===== src/rtl/pc_gen_pkg.sv =====
// Shared fetch-PC types: FSM states, next-PC select and reset default.
// XLEN follows `MXLEN (32 when not supplied by the build).
`ifndef MXLEN
`define MXLEN 32
`endif

package pc_gen_pkg;

  localparam int XLEN = `MXLEN;

  localparam logic [XLEN-1:0] RESET_PC_DEF =
    XLEN'(32'h8000_0000);

  typedef enum logic [1:0] {
    ST_BOOT,
    ST_RUN,
    ST_HOLD
  } state_e;

  typedef enum logic [2:0] {
    SEL_FLUSH,
    SEL_PEND,
    SEL_PRED,
    SEL_SEQ,
    SEL_HOLDPC
  } npc_sel_e;

endpackage


===== src/rtl/pc_gen_if.sv =====
// Fetch-PC bundle between backend/predictor/I-cache and pc_gen.
// slave = pc_gen side, master = environment side.
interface pc_gen_if;

  logic               i_flush;
  logic [`MXLEN-1:0]  i_flush_pc;
  logic               i_upre_jump;
  logic [`MXLEN-1:0]  i_upre_target;
  logic               i_fetch_ready;
  logic [`MXLEN-1:0]  o_npc;
  logic [`MXLEN-1:0]  o_cpc;
  logic               o_pc_valid;
  logic               o_redirect;

  modport slave (
    input  i_flush,
    input  i_flush_pc,
    input  i_upre_jump,
    input  i_upre_target,
    input  i_fetch_ready,
    output o_npc,
    output o_cpc,
    output o_pc_valid,
    output o_redirect
  );

  modport master (
    output i_flush,
    output i_flush_pc,
    output i_upre_jump,
    output i_upre_target,
    output i_fetch_ready,
    input  o_npc,
    input  o_cpc,
    input  o_pc_valid,
    input  o_redirect
  );

endinterface


===== src/rtl/pc_redirect_buf.sv =====
// Single-entry pending redirect target.
// Capture while stalled; consume or clear empties it.
module pc_redirect_buf
  import pc_gen_pkg::*;
(
  input  logic            i_clk,
  input  logic            i_rstn,
  input  logic            i_capture,
  input  logic            i_consume,
  input  logic            i_clear,
  input  logic [XLEN-1:0] i_target,
  output logic [XLEN-1:0] o_target
);

  logic [XLEN-1:0] target_d;
  logic [XLEN-1:0] target_q;

  // clear/consume beat capture so a flush never leaves a stale target
  always_comb begin
    target_d = target_q;
    if (i_clear || i_consume) begin
      target_d = '0;
    end else if (i_capture) begin
      target_d = i_target;
    end
  end

  // pending target register
  always_ff @(posedge i_clk or negedge i_rstn) begin
    if (!i_rstn) begin
      target_q <= '0;
    end else begin
      target_q <= target_d;
    end
  end

  assign o_target = target_q;

endmodule


===== src/rtl/pc_gen.sv =====
// Fetch PC generator: flush > pending > prediction > sequential > hold.
// Optional PC_GEN_PERF_EN adds saturating flush/prediction counters.
module pc_gen
  import pc_gen_pkg::*;
#(
  parameter logic [XLEN-1:0] RESET_PC    = RESET_PC_DEF,
  parameter int              FETCH_BYTES = 8
) (
  input  logic        i_clk,
  input  logic        i_rstn,
  pc_gen_if.slave     bus
`ifdef PC_GEN_PERF_EN
  ,
  output logic [31:0] o_flush_cnt,
  output logic [31:0] o_pred_cnt
`endif
);

  localparam logic [XLEN-1:0] STRIDE = XLEN'(FETCH_BYTES);
  localparam logic [XLEN-1:0] BLK_MASK = ~(STRIDE - 1'b1);

  state_e          state_d, state_q;
  logic [XLEN-1:0] cpc_d, cpc_q;
  logic            valid_d, valid_q;
  logic            redir_d, redir_q;
  npc_sel_e        sel;
  logic [XLEN-1:0] npc;
  logic [XLEN-1:0] pend_pc;
  logic            capture;
  logic            consume;
  logic            fire;

  assign fire = valid_q && bus.i_fetch_ready;

  // next-PC select, FSM next state and pending-buffer control
  always_comb begin
    sel     = SEL_HOLDPC;
    state_d = state_q;
    capture = 1'b0;
    consume = 1'b0;
    if (bus.i_flush) begin
      sel = SEL_FLUSH;
    end else if (state_q == ST_HOLD && bus.i_fetch_ready) begin
      sel = SEL_PEND;
    end else if (fire && bus.i_upre_jump) begin
      sel = SEL_PRED;
    end else if (fire) begin
      sel = SEL_SEQ;
    end
    unique case (state_q)
      ST_BOOT: state_d = ST_RUN;
      ST_RUN: begin
        if (!bus.i_flush && valid_q &&
            !bus.i_fetch_ready && bus.i_upre_jump) begin
          capture = 1'b1;
          state_d = ST_HOLD;
        end
      end
      ST_HOLD: begin
        consume = bus.i_fetch_ready;
        if (bus.i_fetch_ready || bus.i_flush) begin
          state_d = ST_RUN;
        end
      end
      default: state_d = ST_BOOT;
    endcase
  end

  // next-PC mux
  always_comb begin
    npc = cpc_q;
    unique case (sel)
      SEL_FLUSH:  npc = bus.i_flush_pc;
      SEL_PEND:   npc = pend_pc;
      SEL_PRED:   npc = bus.i_upre_target;
      SEL_SEQ:    npc = (cpc_q & BLK_MASK) + STRIDE;
      SEL_HOLDPC: npc = cpc_q;
      default:    npc = cpc_q;
    endcase
  end

  // registered-state next values
  always_comb begin
    cpc_d   = npc;
    valid_d = 1'b1;
    redir_d = (sel == SEL_FLUSH) || (sel == SEL_PEND) ||
              (sel == SEL_PRED);
  end

  // fetch state registers
  always_ff @(posedge i_clk or negedge i_rstn) begin
    if (!i_rstn) begin
      state_q <= ST_BOOT;
      cpc_q   <= RESET_PC;
      valid_q <= 1'b0;
      redir_q <= 1'b0;
    end else begin
      state_q <= state_d;
      cpc_q   <= cpc_d;
      valid_q <= valid_d;
      redir_q <= redir_d;
    end
  end

  pc_redirect_buf u_buf (
    .i_clk     (i_clk),
    .i_rstn    (i_rstn),
    .i_capture (capture),
    .i_consume (consume),
    .i_clear   (bus.i_flush),
    .i_target  (bus.i_upre_target),
    .o_target  (pend_pc)
  );

  assign bus.o_npc      = i_rstn ? npc : RESET_PC;
  assign bus.o_cpc      = cpc_q;
  assign bus.o_pc_valid = valid_q;
  assign bus.o_redirect = redir_q;

`ifdef PC_GEN_PERF_EN
  logic [31:0] flush_cnt_d, flush_cnt_q;
  logic [31:0] pred_cnt_d, pred_cnt_q;

  // saturating event counters
  always_comb begin
    flush_cnt_d = flush_cnt_q;
    pred_cnt_d  = pred_cnt_q;
    if (bus.i_flush && !(&flush_cnt_q)) begin
      flush_cnt_d = flush_cnt_q + 32'd1;
    end
    if ((sel == SEL_PEND || sel == SEL_PRED) && !(&pred_cnt_q)) begin
      pred_cnt_d = pred_cnt_q + 32'd1;
    end
  end

  // counter registers
  always_ff @(posedge i_clk or negedge i_rstn) begin
    if (!i_rstn) begin
      flush_cnt_q <= '0;
      pred_cnt_q  <= '0;
    end else begin
      flush_cnt_q <= flush_cnt_d;
      pred_cnt_q  <= pred_cnt_d;
    end
  end

  assign o_flush_cnt = flush_cnt_q;
  assign o_pred_cnt  = pred_cnt_q;
`endif

endmodule


===== src/flat_wrapper.sv =====
// flat-port wrapper written by rule: the top's interface ports become plain ports
module pc_gen_flat import pc_gen_pkg::*;
#(
  parameter logic [XLEN-1:0] RESET_PC    = RESET_PC_DEF,
  parameter int              FETCH_BYTES = 8
)
  (i_clk, i_rstn, bus_i_flush, bus_i_flush_pc, bus_i_upre_jump, bus_i_upre_target, bus_i_fetch_ready, bus_o_npc, bus_o_cpc, bus_o_pc_valid, bus_o_redirect);
  pc_gen_if bus_i ();
  input  logic i_clk;
  input  logic i_rstn;
  input wire logic [$bits(bus_i.i_flush)-1:0] bus_i_flush;
  input wire logic [$bits(bus_i.i_flush_pc)-1:0] bus_i_flush_pc;
  input wire logic [$bits(bus_i.i_upre_jump)-1:0] bus_i_upre_jump;
  input wire logic [$bits(bus_i.i_upre_target)-1:0] bus_i_upre_target;
  input wire logic [$bits(bus_i.i_fetch_ready)-1:0] bus_i_fetch_ready;
  output wire logic [$bits(bus_i.o_npc)-1:0] bus_o_npc;
  output wire logic [$bits(bus_i.o_cpc)-1:0] bus_o_cpc;
  output wire logic [$bits(bus_i.o_pc_valid)-1:0] bus_o_pc_valid;
  output wire logic [$bits(bus_i.o_redirect)-1:0] bus_o_redirect;
  assign bus_i.i_flush = bus_i_flush;
  assign bus_i.i_flush_pc = bus_i_flush_pc;
  assign bus_i.i_upre_jump = bus_i_upre_jump;
  assign bus_i.i_upre_target = bus_i_upre_target;
  assign bus_i.i_fetch_ready = bus_i_fetch_ready;
  assign bus_o_npc = bus_i.o_npc;
  assign bus_o_cpc = bus_i.o_cpc;
  assign bus_o_pc_valid = bus_i.o_pc_valid;
  assign bus_o_redirect = bus_i.o_redirect;
  pc_gen #(.RESET_PC(RESET_PC), .FETCH_BYTES(FETCH_BYTES)) u_core (.i_clk(i_clk), .i_rstn(i_rstn), .bus(bus_i));
endmodule

===== config.mk =====
export PLATFORM = sky130hd
export DESIGN_NAME = pc_gen_flat
export DESIGN_NICKNAME = d
export VERILOG_FILES = /design/src/rtl/pc_gen_pkg.sv /design/src/rtl/pc_gen_if.sv /design/src/rtl/pc_redirect_buf.sv /design/src/rtl/pc_gen.sv /design/src/flat_wrapper.sv
export SDC_FILE = /design/constraint.sdc
export NUM_CORES = 1
export LEC_CHECK = 0
export ABC_AREA = 1
export CORE_ASPECT_RATIO = 0.75
export CORE_UTILIZATION = 43
export CTS_CLUSTER_DIAMETER = 100
export DETAILED_ROUTE_END_ITERATION = 8
export PLACE_DENSITY = 0.74
export SYNTH_ARGS = -nofsm -noshare
export SYNTH_HDL_FRONTEND = slang
export SYNTH_SLANG_ARGS = --single-unit
export TNS_END_PERCENT = 5

===== constraint.sdc =====
create_clock -name i_clk -period 1.6 [get_ports i_clk]
set_input_delay 0.16 -clock i_clk [delete_from_list [all_inputs] [get_ports i_clk]]
set_output_delay 0.16 -clock i_clk [all_outputs]
set_load 0.03 [all_outputs]

==> results of run 1 <==
-- final timing paths --
path                       slack, ns  cells after the start                       from                   endpoint
max                            -0.69                     13          u_core.state_q[1]              bus_o_npc[16]
min reg2reg                     0.51                      2  u_core.u_buf.o_target[25]  u_core.u_buf.o_target[25]
max in group asynchronous       0.37                      4                     i_rstn      u_core.bus.o_pc_valid
min                             0.36                      4          bus_i_fetch_ready          u_core.state_q[1]
min in group asynchronous       0.38                      3                     i_rstn        u_core.bus.o_cpc[8]
max reg2reg                    -0.41                     16          u_core.state_q[1]       u_core.bus.o_cpc[11]
-- registers in the layout, summed over array words and instances (netlist names) --
name,cells
u_core.bus.o_cpc,32
u_core.state_q,2
u_core.bus.o_pc_valid,1
u_core.u_buf.o_target,32
u_core.bus.o_redirect,1
-- area by class of cell --
cell class | count | area share [%]
clock inverters | 4 | 0.6368
inverters | 113 | 5.429
multi-input cells | 512 | 34.91
flip-flops and latches | 68 | 21.84
clock buffers | 11 | 3.089
well taps | 132 | 2.102
repair buffers | 253 | 31.99
-- metal layers --
| metal | GRT usage [%] | vias up | wire length, µm |
|---|---|---|---|
| met5 | 0 | - | 0 |
| met4 | 10.94 | 0 | 552 |
| met3 | 6.124 | 63 | 1954 |
| met2 | 51.77 | 408 | 8461 |
| met1 | 44.47 | 2703 | 7180 |
| li1 | - | 2698 | - |
-- stage by stage --
step           instance area, µm²  power [mW]  setup TNS, ns  hold WS [ns]
2_1_floorplan                4701       3.013         -4.425       -0.1356
5_1_grt                      7859       6.532         -25.53        0.3899
6_report                     7859       6.307         -20.94        0.3643
3_3_place_gp                 6844       4.011         -26.41        0.1493
4_1_cts                      7575       6.149         -17.12        0.3868
3_5_place_dp                 6844       4.063         -29.59        0.1597
-- worst max-delay path, cell delays in order (launching register included) --
cell and delay (ns):
dfrtp_1 0.41, inv_2 0.08, nor2_4 0.05, nand2_2 0.08, nand2_4 0.06, buf_6 0.13
nor2_4 0.18, buf_12 0.14, clkbuf_16 0.15, nand3_1 0.09, nand2_1 0.10, nand2_2 0.07
nor2_2 0.12, buf_6 0.14
-- power breakdown --
group / switching, mW / total (mW) / internal [mW]
combinational: 1.27 / 2.25 / 0.975
sequential: 0.151 / 2.04 / 1.89
clock: 0.783 / 2.02 / 1.24
-- cells in the final DEF, fill, tap and decap left out, types with 2 or more instances in the layout --
| cell type | Yosys | final |
|---|---|---|
| and2_1 | 2 | 2 |
| o21ai_1 | 1 | 3 |
| nand4_1 | 2 | 2 |
| buf_12 | 0 | 17 |
| nand3_1 | 102 | 86 |
| buf_4 | 5 | 104 |
| nor2_2 | 5 | 33 |
| buf_8 | 1 | 2 |
| clkdlybuf4s50_1 | 0 | 70 |
| o31ai_1 | 2 | 2 |
| a21oi_2 | 0 | 5 |
| nand2_2 | 2 | 27 |
| dfrtp_1 | 67 | 56 |
| buf_16 | 0 | 2 |
| o21ai_0 | 42 | 39 |
| o2111ai_2 | 0 | 3 |
| nor2_4 | 1 | 25 |
| clkinvlp_4 | 0 | 2 |
| dfrtp_2 | 0 | 11 |
| clkbuf_16 | 0 | 10 |
| nand2_1 | 227 | 195 |
| nand2_4 | 1 | 8 |
| nand3_2 | 0 | 16 |
| inv_1 | 109 | 103 |
| buf_6 | 2 | 31 |
| inv_2 | 3 | 8 |
| dlygate4sd2_1 | 0 | 24 |
| nor2_1 | 105 | 53 |
| or2_2 | 2 | 2 |
-- timing repair --
| item | in CTS | in global routing |
|---|---|---|
| endpoints found under the setup margin | 95 | 88 |
| endpoints found under the hold margin | 29 | 0 |
| pin swaps | 29 | 35 |
| cloned | 2 | 1 |
| buffers inserted | 18 | 4 |
| hold buffers | 1 | 0 |
| gates resized for setup | 114 | 62 |
-- cells by family after synthesis --
logic type	after synthesis	synth area share [%]
flip-flops	68	37.87
adder cells (fa/ha/maj)	1	0.2782
buffers and inverters	140	12.80
AND/OR/NAND/NOR	452	41.90
AO/OA/AOI/OAI	57	6.873
other	1	0.08339
XOR/XNOR	1	0.1948
==> results summary, run 1 <==
The run finished, with violations left. The final reports fail on negative setup slack. The number of setup violations in the final report came out at between 50 and 60.

The number of sinks handled by clock tree synthesis came out at 68. At the end of the flow the core is filled with cells to between 70% and 80%. In this run the standard cell core region covers slightly below 10000 µm². The total number of H-tree levels came out at 3. In the final layout, the multi-input gates occupy 2744 µm². The number of placed instances, taps included, is around 1100. The number of design rule violations left after detail routing came out at 0. The row count came out at 31. The die covers around 11000 µm². The count of pins on the block boundary is 135. The number of buffers inserted by port buffering is between 100 and 150. The maximum number of pins on one net before global-route repair came out at 40. The tightest slew margin relative to the limit is between 60 and 70%. The number of instances in the synthesized netlist is just over 700. The class of the most critical setup path is reg -> out. The clock period minus final worst setup slack is 2.285 ns. The number of hold-slack violations in the final timing report came out at 0. The highest attainable clock frequency came out at about 0.44 GHz. The wire length of the first global-routing pass is approximately 28000 µm.

The number of nets in the synthesized netlist is between 700 and 800. Counting the fill cells in the layout gives between 600 and 700. The clock network latency to the later pin of the worst-skew pair came out at 0.34 ns. The final max-slew violation count came out at 0. The maximum vdd ir drop came out at 597.0 µV. The number of nets in the finished design came out at 1027. The fraction of layout cells with a size suffix above 1 is 32.88%. The final setup skew came out at approximately 0.0064 ns. The starting DRC count in detailed routing came out at 647. The die height is 90.56 µm. The worst-case setup slack after placement is -0.5058 ns.

After synthesis the cells add up to 4497 µm². The analysis attributes to cell leakage a power of just under 4 nW. In the synthesized netlist the dominant register cell turns out to be dfrtp_1. By instance count, the leading cell after synthesis is nand2_1. Once layout is complete, the cells apart from fillers number 1093.

The endpoint arrival time on the critical path is ~2.1 ns. The worst setup path is captured at an output pin. The detail route stage leaves a number of antenna-violating nets equal to 0. In this run the clock root is driven by a clkbuf_16. The number of distinct library cells after synthesis came out at 35. The die is approximately 120 µm wide. Detailed routing inserted a total of 5872 vias. In the synthesized netlist the async set-or-reset flop fraction comes to 100.0%. The overflow left after global routing is 0. The first detailed-routing pass ran for 6 iterations. In the final routed layout, each cell accounts on average for approximately 17 µm. The worst hold path belongs to the class in -> reg.

The number of enable-type register cells in the synthesized netlist came out at 0. In the global route stage, overall resource usage came out at between 30 and 40%. The longest clock path from root to sink contains 2 buffers.

The worst endpoint required time came out at ~1.4 ns. Setup repair after global routing could not meet its margin everywhere. The max-capacitance violation count came out at 0.

After layout, the worst path uses 142.8% of the clock period. The sequential cell area fraction in the yosys report is 37.87%. The clock-pin slew on the worst setup and hold paths is about 0.060 ns. The area fraction of the dominant cell type after synthesis is 37.28%.

Yosys attributes the largest share of cell area to dfrtp_1, nand2_1, nand3_1. The startpoint kind of the worst setup timing path is a register. The post-detailed-route via-to-cell ratio is approximately 5.4. The initial standard-cell utilization of the core is between 40 and 50%. Ranked by instance count, the synthesized netlist is headed by nand2_1, inv_1, nor2_1, nand3_1, dfrtp_1.

Buffers inserted during clock tree synthesis total 9. Of all nets on the critical path, the largest fanout is 7. The cell type with the largest total area after synthesis is dfrtp_1. The final wirelength came out at 18150 µm. The repair_antennas step left the layout with diodes totalling 0.

The number of synthesized register bits came out at between 60 and 70. In this run the power density over the cells is between 800 and 900 nW/µm². The number of global-route vias before repair is between 5000 and 6000. TritonCTS built the clock tree. The number of antenna violations at the first check in global routing is 0. The worst path setup slack after routing is -0.6853 ns.

Yosys printed 0 warnings. Registers take between 1500 and 2000 µm². Compared with the post-synthesis result, the final layout area differs by 74.76%.

The mean cell area of the mapped netlist is 6.246 µm². The detailed placer's ending HPWL came out at 11970 µm. The slew at the pin closest to its max-slew limit is 0.5304 ns. At the end of routability-driven placement, the weighted congestion stood at between 0.9 and 1.
(Power assumes the default switching activity.)
==> inputs of run 2 (changes only) <==
Settings changed: CAP_MARGIN set to 40.
==> results of run 2 <==
Final layout, timing and power as in run 1 (identical DEF).
==> inputs of run 3 (changes only) <==
Settings changed: TNS_END_PERCENT 5 to 100.
==> run 3 against run 2 <==
  * The flow finishes with violations (negative hold slack, negative setup slack)
  * Fmax down 7.5%
  * Final cell count up 0.46%
  * Sequential share of layout area down 2.0 points
  * Non-clock buffer count up 2
  * Highest routed layer unchanged
  * Total power up 8.8%
  * Register-to-register slack better by 0.16 ns
  * Via count up 11%
  * Flip-flop and latch count unchanged
  * Combinational power up 17%
  * Clock skew up 0.0035 ns
  * Core utilization up 8.3 points
  * Critical path depth down 3
==> results summary, run 3 (synthesis gave the netlist of run 1 again) <==
The run finished, with violations left. The checks that failed: negative hold slack, negative setup slack. The starting DRC count in detailed routing came out at between 900 and 1000. The maximum number of pins on one net before global-route repair is 76. The clock network latency to the later pin of the worst-skew pair is around 0.35 ns. The number of buffers added by the clock tree synthesis step is 9. Once detailed placement completed, the half-perimeter wirelength came to 12090 µm. The minimum hold slack is -0.1509 ns. Leaving out fill and tap cells, the most frequent cell in the layout is nand2_1. The core region is around 10000 µm².

In the global route stage, overall resource usage came out at ~34%. Summing all multi-input logic gate instances after layout gives about 3400 µm². Among cell families on the critical path, the largest total delay comes from simple AND/OR/NAND/NOR gates.

In this run the worst setup path begins at u_core.bus.o_cpc[3]. The non-filler instance count after layout is ~1100. The via total after detailed routing came out at approximately 6500. Global routing finished with a remaining overflow of 0.

In this run the worst path has a maximum fanout of 7. Power comes to approximately 7 mW. The horizontal extent of the die is around 120 µm. At the end of the flow, the number of nets in the layout was 1031. The number of buffers inserted by port buffering came out at approximately 130. Among all stages on the critical path, the largest delay is contributed by o21ai_0. The post-route fraction of the period consumed by the critical path is 154.5%. The area used by sequential logic in the layout came out at 1725 µm². The number of global-route vias before repair came out at ~5800. The highest attainable clock frequency came out at approximately 0.40 GHz. The post-detailed-route via-to-cell ratio is ~5.9. The filler cells instantiated in the layout total between 400 and 500.

The count of pins on the block boundary is approximately 140. The final max-slew violation count is 0. The slew at the pin closest to its max-slew limit came out at roughly 0.53 ns. The congestion estimate from routability-driven global placement came to just over 0.9. TritonCTS built the clock tree. The finished cells cover slightly below 9000 µm².

Subtracting the final worst setup slack from the clock period gives between 2 and 2.5 ns. The power spent charging and discharging nets came out at around 2.5 mW. The final wirelength is 22630 µm. The clock tree root driver cell is clkbuf_16. The share of power burned in registers came out at a little under a third.

Row generation in the floorplan step produced 31 rows. Counting both buffers and inverters, the worst setup path holds a total of 3. STA classifies the critical path startpoint as a register. The top cell types in the final layout, fill and taps aside, are nand2_1, inv_1, buf_4, clkdlybuf4s50_1, nand3_1. The share of total power dissipated in combinational logic is 38.3%.

The endpoint arrival time on the critical path is around 2.3 ns. The placed instance area is 6953 µm². The setup path with the least slack is of type reg -> out. The internal portion of the total power is between 4 and 5 mW. The minimum setup slack among reg-to-reg paths is -0.25 ns. The proportion of total power due to net switching came out at about 36%. The final setup skew came out at about 0.01 ns. The area growth from synthesis to layout is 92.93%.

IR analysis of the VDD net gives a maximum drop of ~670 µV. STA classifies the critical path endpoint as an output pin. The die height is ~91 µm. The number of hold-slack violations in the final timing report is 67. The post-placement cell count came out at 1041.

For this design, the sink count on the clock tree is 68. In this run the number of H-tree levels came out at 3. The clock power share is a little under a third. The largest single stage delay on the critical path is around 0.46 ns. The longest clock path from root to sink contains 2 buffers. The startpoint identified for the worst register-to-register timing path is u_core.bus.o_cpc[3].

Setup repair after global routing could not meet its margin everywhere. The worst path setup slack after routing is -0.8717 ns. The number of setup violations in the final report came out at between 50 and 60.

The antenna diode count came out at 0. The clock-pin slew on the worst setup and hold paths is around 0.060 ns. The initial standard-cell utilization of the core came out at between 40% and 50%. The die footprint came out at 10870 µm².

The number of antenna violations at the first check in global routing is 0. The worst endpoint required time is about 1.4 ns. The detailed-routing iteration count for the pre-antenna-repair pass came out at 5.

The wire length per cell after detailed routing came out at between 20 and 25 µm. The fraction of the core area covered by cells at the end of the flow is roughly 88%. The min-delay analysis places its worst path in the category in -> async. The post-route netlist has about 44% of its cells at a drive strength greater than 1. Walking the worst path, the cells encountered are buf_6, inv_2, nor2_4, nand2_4, o21ai_0, nand3_1, nand3_2, nor2_4, nor2_4, buf_6. The number of nets still failing antenna checks after routing is 0. The number of design rule violations left after detail routing is 0. The tightest slew margin relative to the limit came out at approximately 65%. The standby leakage power is between 4 and 5 nW. By instance count, the cell type seen most on the critical path is nor2_4.

The max-capacitance violation count is 0. The ratio of total power to cell area is 791.0 nW/µm². The wire length of the first global-routing pass is 28490 µm.
run 3: final timing paths:
path,to,cells after the start
max,bus_o_npc[14],10
min,u_core.bus.o_cpc[17],2
max reg2reg,u_core.bus.o_cpc[14],9
min reg2reg,u_core.u_buf.o_target[13],2
max in group asynchronous,u_core.bus.o_cpc[31],2
min in group i_clk,u_core.u_buf.o_target[19],3
run 3: worst reg2reg max path: stages (launching register included):
cell,delay [ns]
dfrtp_2,0.40
buf_6,0.11
inv_2,0.05
nor2_4,0.18
nand2_4,0.15
o21ai_0,0.47
nand3_1,0.20
nand3_2,0.14
nor2_4,0.05
inv_1,0.05
run 3: repair_timing:
item                                   4_1_cts  5_1_grt
setup endpoints to repair                   88       76
endpoints found under the hold margin       67       67
pin swaps                                   22       37
buffers inserted                            15       18
resized for setup                          129      184
cloned                                       4        6
run 3: per-layer routing:
metal  up-vias  routed length [µm]  global-route usage [%]
met5         -                   0                       0
met4         0                1440                   14.69
met3       157                2665                   9.722
li1       2716                   -                       -
met1      3055                8136                   43.46
met2       596               10380                   53.07
run 3: power by group through the flow:
stage / registers (mW) / clock network (mW) / logic (mW)
after CTS: 2.03 / 2.15 / 2.20
after global routing: 2.07 / 2.23 / 2.74
after floorplan: 2.24 / 0 / 0.836
after detailed placement: 2.06 / 0 / 2.06
after global placement: 2.05 / 0 / 2.01
final: 2.06 / 2.18 / 2.63
run 3: stage by stage:
stage               setup TNS, ns  setup slack, ns  hold slack [ns]
finish                     -21.31          -0.8717          -0.1509
CTS                        -16.60          -0.5735          -0.1222
global placement           -25.21          -0.4760           0.2243
floorplan                  -2.354          -0.1886          -0.1356
detailed placement         -30.43          -0.5654           0.2344
global route               -25.83          -0.9348          -0.1024
run 3: final cells by class:
type                       instances  area share, %
sequential                        68          19.89
timing repair buffer             255          30.55
multi-input combinational        514          39.03
tap                              132          1.904
clock buffer                       9          2.596
clock inverter                     7          1.053
inverter                         113          4.990
